==> src/rtl/lbp_pkg.sv <==
// lbp_pkg: shared FSM states, neighbour/ring tables and riu2 constant for the LBP generator
package lbp_pkg;
  typedef enum logic [2:0] {IDLE, BORDER, FILL, SLIDE, CALC, WRITE, DONE} state_t;
  // window slot (row*3+col) feeding each code bit, bit 0 in the lowest nibble
  localparam logic [7:0][3:0] NB_IDX = {4'd8, 4'd7, 4'd6, 4'd5, 4'd3, 4'd2, 4'd1, 4'd0};
  // code bits visited walking the neighbour ring: 0,1,2,4,7,6,5,3
  localparam logic [7:0][2:0] RING = {3'd3, 3'd5, 3'd6, 3'd7, 3'd4, 3'd2, 3'd1, 3'd0};
  localparam logic [7:0] UNIFORM_NONUNI = 8'd9;
endpackage

==> src/rtl/lbp_stream_gen_if.sv <==
// lbp_stream_gen_if: image-read and code-write bus of the LBP generator
interface lbp_stream_gen_if #(
  parameter int ADDR_W = 14,
  parameter int PIX_W = 8
);
  logic gray_ready;
  logic gray_req;
  logic [ADDR_W-1:0] gray_addr;
  logic [PIX_W-1:0] gray_data;
  logic lbp_valid;
  logic [ADDR_W-1:0] lbp_addr;
  logic [7:0] lbp_data;
  logic finish;
  modport master (
    input gray_ready, gray_data,
    output gray_req, gray_addr, lbp_valid, lbp_addr, lbp_data, finish
  );
  modport slave (
    output gray_ready, gray_data,
    input gray_req, gray_addr, lbp_valid, lbp_addr, lbp_data, finish
  );
endinterface

==> src/rtl/lbp_code.sv <==
// lbp_code: 3x3 window to LBP code; LBP_UNIFORM_EN selects riu2 mapping instead of the raw code
module lbp_code
  import lbp_pkg::*;
#(
  parameter int PIX_W = 8
) (
  input  logic [8:0][PIX_W-1:0] win,
  output logic [7:0]            code
);
  logic [7:0] raw;
  // one unsigned neighbour >= centre compare per code bit
  always_comb begin
    raw = '0;
    for (int i = 0; i < 8; i++) raw[i] = win[NB_IDX[i]] >= win[4];
  end
`ifdef LBP_UNIFORM_EN
  logic [3:0] ones, trans;
  // rotation-invariant uniform: popcount when the ring has at most two 0/1 transitions
  always_comb begin
    ones = '0;
    trans = '0;
    for (int i = 0; i < 8; i++) begin
      ones = ones + 4'(raw[i]);
      trans = trans + 4'(raw[RING[i]] != raw[RING[(i + 1) % 8]]);
    end
    code = trans <= 4'd2 ? 8'(ones) : UNIFORM_NONUNI;
  end
`else
  assign code = raw;
`endif
endmodule

==> src/rtl/lbp_stream_gen.sv <==
// lbp_stream_gen: streaming LBP generator, sliding 3x3 window over external memory (see LBP_UNIFORM_EN in lbp_code)
module lbp_stream_gen
  import lbp_pkg::*;
#(
  parameter int IMG_W = 128,
  parameter int IMG_H = 128,
  parameter int PIX_W = 8,
  parameter int ADDR_W = 14
) (
  input logic clk,
  input logic reset,
  lbp_stream_gen_if.master bus
);
  localparam int CW = $clog2(IMG_W);
  localparam int RW = $clog2(IMG_H);
  localparam logic [ADDR_W-1:0] W_A = ADDR_W'(IMG_W);
  state_t state_q, state_d;
  logic [CW-1:0] col_q, col_d, nc;
  logic [RW-1:0] row_q, row_d, nr;
  logic [ADDR_W-1:0] base_q, base_d, nbase, idx_q, idx_d, gaddr_q, gaddr_d, laddr_q, laddr_d;
  logic [3:0] slot_q, slot_d, pslot_q, pslot_d;
  logic pend_q, pend_d, req_q, req_d, valid_q, valid_d, fin_q, fin_d;
  logic [7:0] ldata_q, ldata_d, code;
  logic [8:0][PIX_W-1:0] win_q, win_d;
  logic last_col, nborder, fire;

  // code is formed from win_d so the read landing in CALC is already included
  lbp_code #(.PIX_W(PIX_W)) u_code (.win(win_d), .code(code));

  assign bus.gray_req = req_q;
  assign bus.gray_addr = gaddr_q;
  assign bus.lbp_valid = valid_q;
  assign bus.lbp_addr = laddr_q;
  assign bus.lbp_data = ldata_q;
  assign bus.finish = fin_q;

  // FSM next state, read sequencing, window capture and next registered outputs
  always_comb begin
    last_col = col_q == CW'(IMG_W - 1);
    nc = last_col ? '0 : col_q + 1'b1;
    nr = last_col ? row_q + 1'b1 : row_q;
    nbase = last_col ? base_q + W_A : base_q;
    nborder = nr == '0 || nr == RW'(IMG_H - 1) || nc == '0 || nc == CW'(IMG_W - 1);
    fire = req_q && bus.gray_ready;
    state_d = state_q;
    col_d = col_q;
    row_d = row_q;
    base_d = base_q;
    idx_d = idx_q;
    gaddr_d = gaddr_q;
    laddr_d = laddr_q;
    ldata_d = ldata_q;
    slot_d = slot_q;
    req_d = req_q;
    valid_d = 1'b0;
    fin_d = fin_q;
    pend_d = fire;
    pslot_d = slot_q;
    win_d = win_q;
    if (pend_q) win_d[pslot_q] = bus.gray_data;
    unique case (state_q)
      IDLE: if (bus.gray_ready) begin
        state_d = BORDER;
        valid_d = 1'b1;
        laddr_d = '0;
        ldata_d = '0;
      end
      FILL, SLIDE: if (fire) begin
        if (slot_q == 4'd8) begin
          state_d = CALC;
          req_d = 1'b0;
        end else begin
          slot_d = slot_q + (state_q == SLIDE ? 4'd3 : 4'd1);
          gaddr_d = gaddr_q + (state_q == SLIDE ? W_A :
                    (slot_q == 4'd2 || slot_q == 4'd5) ? W_A - ADDR_W'(2) : ADDR_W'(1));
        end
      end
      CALC: begin
        state_d = WRITE;
        valid_d = 1'b1;
        laddr_d = idx_q;
        ldata_d = code;
      end
      BORDER, WRITE: if (last_col && row_q == RW'(IMG_H - 1)) begin
        state_d = DONE;
        fin_d = 1'b1;
      end else begin
        col_d = nc;
        row_d = nr;
        base_d = nbase;
        idx_d = idx_q + 1'b1;
        if (nborder) begin
          state_d = BORDER;
          valid_d = 1'b1;
          laddr_d = idx_q + 1'b1;
          ldata_d = '0;
        end else if (nc == CW'(1)) begin
          state_d = FILL;
          req_d = 1'b1;
          slot_d = 4'd0;
          gaddr_d = nbase - W_A + ADDR_W'(nc) - ADDR_W'(1);
        end else begin
          state_d = SLIDE;
          req_d = 1'b1;
          slot_d = 4'd2;
          gaddr_d = nbase - W_A + ADDR_W'(nc) + ADDR_W'(1);
          for (int r = 0; r < 3; r++) begin
            win_d[3*r] = win_q[3*r+1];
            win_d[3*r+1] = win_q[3*r+2];
          end
        end
      end
      default: ;
    endcase
  end

  // state and output registers, cleared by synchronous reset
  always_ff @(posedge clk) begin
    if (reset) begin
      state_q <= IDLE;
      col_q <= '0;
      row_q <= '0;
      base_q <= '0;
      idx_q <= '0;
      gaddr_q <= '0;
      laddr_q <= '0;
      ldata_q <= '0;
      slot_q <= '0;
      pslot_q <= '0;
      pend_q <= 1'b0;
      req_q <= 1'b0;
      valid_q <= 1'b0;
      fin_q <= 1'b0;
      win_q <= '0;
    end else begin
      state_q <= state_d;
      col_q <= col_d;
      row_q <= row_d;
      base_q <= base_d;
      idx_q <= idx_d;
      gaddr_q <= gaddr_d;
      laddr_q <= laddr_d;
      ldata_q <= ldata_d;
      slot_q <= slot_d;
      pslot_q <= pslot_d;
      pend_q <= pend_d;
      req_q <= req_d;
      valid_q <= valid_d;
      fin_q <= fin_d;
      win_q <= win_d;
    end
  end
endmodule
==> src/flat_wrapper.sv <==
// flat-port wrapper written by rule: the top's interface ports become plain ports
module lbp_stream_gen_flat import lbp_pkg::*;
#(
  parameter int IMG_W = 128,
  parameter int IMG_H = 128,
  parameter int PIX_W = 8,
  parameter int ADDR_W = 14
)
  (clk, reset, bus_gray_ready, bus_gray_data, bus_gray_req, bus_gray_addr, bus_lbp_valid, bus_lbp_addr, bus_lbp_data, bus_finish);
  lbp_stream_gen_if #(.ADDR_W(ADDR_W), .PIX_W(PIX_W)) bus_i ();
  input logic clk;
  input logic reset;
  input wire logic [$bits(bus_i.gray_ready)-1:0] bus_gray_ready;
  input wire logic [$bits(bus_i.gray_data)-1:0] bus_gray_data;
  output wire logic [$bits(bus_i.gray_req)-1:0] bus_gray_req;
  output wire logic [$bits(bus_i.gray_addr)-1:0] bus_gray_addr;
  output wire logic [$bits(bus_i.lbp_valid)-1:0] bus_lbp_valid;
  output wire logic [$bits(bus_i.lbp_addr)-1:0] bus_lbp_addr;
  output wire logic [$bits(bus_i.lbp_data)-1:0] bus_lbp_data;
  output wire logic [$bits(bus_i.finish)-1:0] bus_finish;
  assign bus_i.gray_ready = bus_gray_ready;
  assign bus_i.gray_data = bus_gray_data;
  assign bus_gray_req = bus_i.gray_req;
  assign bus_gray_addr = bus_i.gray_addr;
  assign bus_lbp_valid = bus_i.lbp_valid;
  assign bus_lbp_addr = bus_i.lbp_addr;
  assign bus_lbp_data = bus_i.lbp_data;
  assign bus_finish = bus_i.finish;
  lbp_stream_gen #(.IMG_W(IMG_W), .IMG_H(IMG_H), .PIX_W(PIX_W), .ADDR_W(ADDR_W)) u_core (.clk(clk), .reset(reset), .bus(bus_i));
endmodule
==> config.mk <==
export PLATFORM = sky130hd
export DESIGN_NAME = lbp_stream_gen_flat
export DESIGN_NICKNAME = d
export VERILOG_FILES = /design/src/rtl/lbp_pkg.sv /design/src/rtl/lbp_stream_gen_if.sv /design/src/rtl/lbp_code.sv /design/src/rtl/lbp_stream_gen.sv /design/src/flat_wrapper.sv
export SDC_FILE = /design/constraint.sdc
export NUM_CORES = 1
export LEC_CHECK = 0
export CAP_MARGIN = 5
export CORE_UTILIZATION = 30
export CTS_CLUSTER_DIAMETER = 80
export DETAILED_ROUTE_END_ITERATION = 12
export DONT_BUFFER_PORTS = 1
export PLACE_DENSITY_LB_ADDON = 0.15
export REMOVE_ABC_BUFFERS = 1
export SYNTH_ARGS = -nofsm -noshare
export SYNTH_HDL_FRONTEND = slang
export SYNTH_SLANG_ARGS = --single-unit
==> constraint.sdc <==
create_clock -name clk -period 4.1 [get_ports clk]
set_clock_uncertainty 0.15 [all_clocks]
set_input_delay 0.82 -clock clk [delete_from_list [all_inputs] [get_ports clk]]
set_output_delay 0.82 -clock clk [all_outputs]
set_load 0.02 [all_outputs]
==> results.md <==
* Status: completed
* Post-synthesis area per instance at 8.35 um^2
* Largest net degree at the start of global routing at 99
* Worst hold path class: input pin to flop
* Largest family of logic cells by synthesized area: simple AND/OR/NAND/NOR gates
* CTS Hold Buffers Added at 0
* Post-synthesis simple-gate area fraction at a little under a quarter
* Final setup TNS at 0 ps
* DP Area at roughly 11000 um^2
* Nets at ~1300
* Drt total wl at approximately 28 mm
* Share of flip-flops with an asynchronous set or reset at 0%
* FF-to-FF Start: u_core.col_q[1]
* Crit path required time at approximately 4300 ps
* Num CTS Buffers at 17
* Layout Area Growth over Synthesis at 13.7%
* Max-slew headroom at between 15 and 20%
* Clock Tree Root: clkbuf_16
* Synthesized-area fraction occupied by adder cells at 11.5%
* Synth Instances at approximately 1200
* Core Area at between 30000 and 40000 um^2
* Main area contributors after synthesis: dfxtp_1 (31%), ha_1 (11%), nor2_1 (5.8%), mux2i_1 (5.4%), a21oi_1 (4.2%)
* Seq/Total Area, Yosys at 31.3%
* Worst hold slack at a little over 300 ps
* # diodes at 0
* Synthesis-stage register bit count at 158
* Filler instances at approximately 3500
* Yosys warning total at 0
* Hold Path Origin: reset
* Pwr dens at about 510 nW/um^2
* Minimum clock period at 3980 ps
* WL/cell at 16.6 um
* Hpwl dp at 19.9 mm
* Worst path slowest cell: or3_4
* R2R Setup Slk at 120 ps
* Mux cell area share after synthesis at between 8 and 9%
* Mapped cell area at between 10000 and 15000 um^2
* Max rail drop VDD at 0.340 mV
* Gr ovfl total at 0
* Yosys cell types at 74
* Final Cell Area at ~11000 um^2
* Clock tree buffer depth at 2
* Worst r2r dst: u_core.bus.lbp_data[0]
* Post-synth top flop: dfxtp_1
* Crit path max fanout at 37
* Clock transition at the registers of the reported paths at 70 ps
* Critical Path AT at 4170 ps
* Final hold violation count at 0
* IO Port Bufs at 0
* Register Area at between 3000 and 4000 um^2
* FF-to-FF path depth at 16
* Synth Area in Compound Gates at 16.0%
* Max incr delay on CP at 430 ps
* Sink Count at between 150 and 200
* Vias in the first global route at around 8400
* Slew Viols, Final at 0
* Drt via density at about 5
* Most frequent CP cell: a21o_1
* First-pass GRT wire length at about 44 mm
* CTS tree: done
* I/O Pins at 50
* Multi-input logic area at 6570 um^2
* Initial DRC Count at between 300 and 400
* GPL Wtd Cong at ~0.8
* Routed Antenna Nets at 0
* Die ar. at between 30000 and 40000 um^2
* Share of the synthesized area in the top cell type at 31.3%
* Vias at 8484
* Max Cap Viol at 0
* EDFF count, synth at 0
* Worst Hold End: u_core.idx_q[6]
* Row count at 66
* Commonest cells after routing, fill and taps aside: nor2_1 (155), dfxtp_1 (155), ha_1 (87), a21oi_1 (83), nand2_1 (82)
* Layout Cells excl Fill at 1678
* Layout cell share with drive strength beyond 1 at 12.5%
* # setup viols final at 0
* Gr usage total at approximately 17%
* Clk_lat worst skew at 440 ps
* H-tree depth at 4
* Synth Area in XOR/XNOR at 5.95%
* Final Cycle Share at between 90 and 100%
* Starting Density at between 30% and 40%
* # DRC at 0
* Die height at about 190 um
* CP Launch Type: flop
* Setup CP Type: flop to flop
* Hold Path Cell Cnt at 1
* Cell Chain, Critical Path: ha_4, nand3_4, o31a_1, o21a_1, o22a_2, or3_4, buf_12, nand2_1, o21ai_1, buf_4, ha_1, a21o_1, a21o_1, a21oi_1, o311ai_1, a32o_1
* Worst-Margin Slew at 1240 ps
* F_max at roughly 250 MHz
* Placed instance count at around 1600
* Initial antenna violation count at 0
* Worst setup EP type: flop
* Chip Width at about 190 um
* Cell taking the most area after synthesis: dfxtp_1
* DRT Pass-1 Iters at 4
* Leakage dissipation at 0.00492 uW
[state kept, by name, summed over array words and instances, names as in the netlist, 3 cells and up]
register and count:
u_core.row_q 7, u_core.idx_q 14, u_core.pslot_q 4, u_core.base_q 7, u_core.col_q 7, u_core.bus.lbp_data 8
u_core.win_q 72, u_core.state_q 3, u_core.bus.lbp_addr 14, u_core.bus.gray_addr 14, u_core.pslot_d 4
[routing by layer]
| metal | GRT usage (%) | vias to the layer above | wire length (um) |
|---|---|---|---|
| met5 | 0 | - | 0 |
| met4 | 5.75 | 0 | 481 |
| met3 | 3.40 | 30 | 935 |
| met2 | 27.6 | 102 | 12800 |
| met1 | 21.2 | 4035 | 13600 |
| li1 | - | 4317 | - |
[synth_stat cells, types with 27 or more instances]
library cell,instances
dfxtp_1,158
nor2_1,155
ha_1,88
a21oi_1,84
nand2_1,82
and2_1,60
mux2i_1,54
clkbuf_1,45
o21ai_0,43
nor3_1,37
xnor2_1,34
xor2_1,32
nand3_1,27
[stage by stage]
| step | utilization (%) | total power (uW) | worst slack, ps |
|---|---|---|---|
| floorplan | - | 3550 | -2220 |
| global placement | 32.8 | 4350 | 49.6 |
| detailed placement | 32.8 | 4350 | -32.8 |
| CTS | 34.6 | 5950 | 3.53 |
| global route | 34.9 | 6300 | -31.5 |
| finish | 34.9 | 5860 | 117 |
[cell type report]
class                           count  area share (%)
Timing Repair Buffer               70            4.75
Clock inverter                     11           0.948
Inverter                           24           0.784
Multi-Input combinational cell    952            57.2
Tap cell                          442            4.82
Sequential cell                   158            27.6
Clock buffer                       21            3.92
[critical path, delay by kind of cell (launching register included)]
kind	cells	cell delay, ps
compound gates	9	1880
fa+ha+maj	2	510
buf+inv	2	360
flops	1	380
simple gates	3	620
[kinds of logic (layout without fill, tap and decap cells)]
kind of cell | after synthesis | in the layout
flip-flops | 158 | 158
adder cells (fa/ha/maj) | 91 | 91
AND/OR/NAND/NOR | 458 | 460
multiplexers | 79 | 79
AO/OA/AOI/OAI | 255 | 255
buffers and inverters | 102 | 126
XOR/XNOR | 67 | 67
[worst max path at each step]
stage,from,depth (start not counted),to,slack [ps]
3_3_place_gp,u_core.col_q[0],16,u_core.bus.lbp_data[4],50
2_1_floorplan,u_core.col_q[0],15,u_core.bus.lbp_data[2],-2220
3_5_place_dp,u_core.col_q[0],15,u_core.bus.lbp_data[5],-30
4_1_cts,u_core.col_q[0],16,u_core.bus.lbp_data[4],4
5_1_grt,u_core.col_q[0],17,u_core.bus.lbp_data[2],-30
6_report,u_core.col_q[1],16,u_core.bus.lbp_data[0],120
[repair_timing]
action | in CTS | in global routing
gates resized for setup | 3 | 19
setup endpoints to repair | 2 | 12
gates cloned | 0 | 2
endpoints found under the hold margin | 0 | 0
buffers inserted | 0 | 6
pin swaps | 0 | 2
[power breakdown]
part           switching, uW  internal [uW]  total (uW)  leakage, uW
Sequential               273           1680        1960      0.00128
Clock                    702            859        1560     0.000266
Combinational           1400            945        2340      0.00338
(Power assumes the default switching activity.)
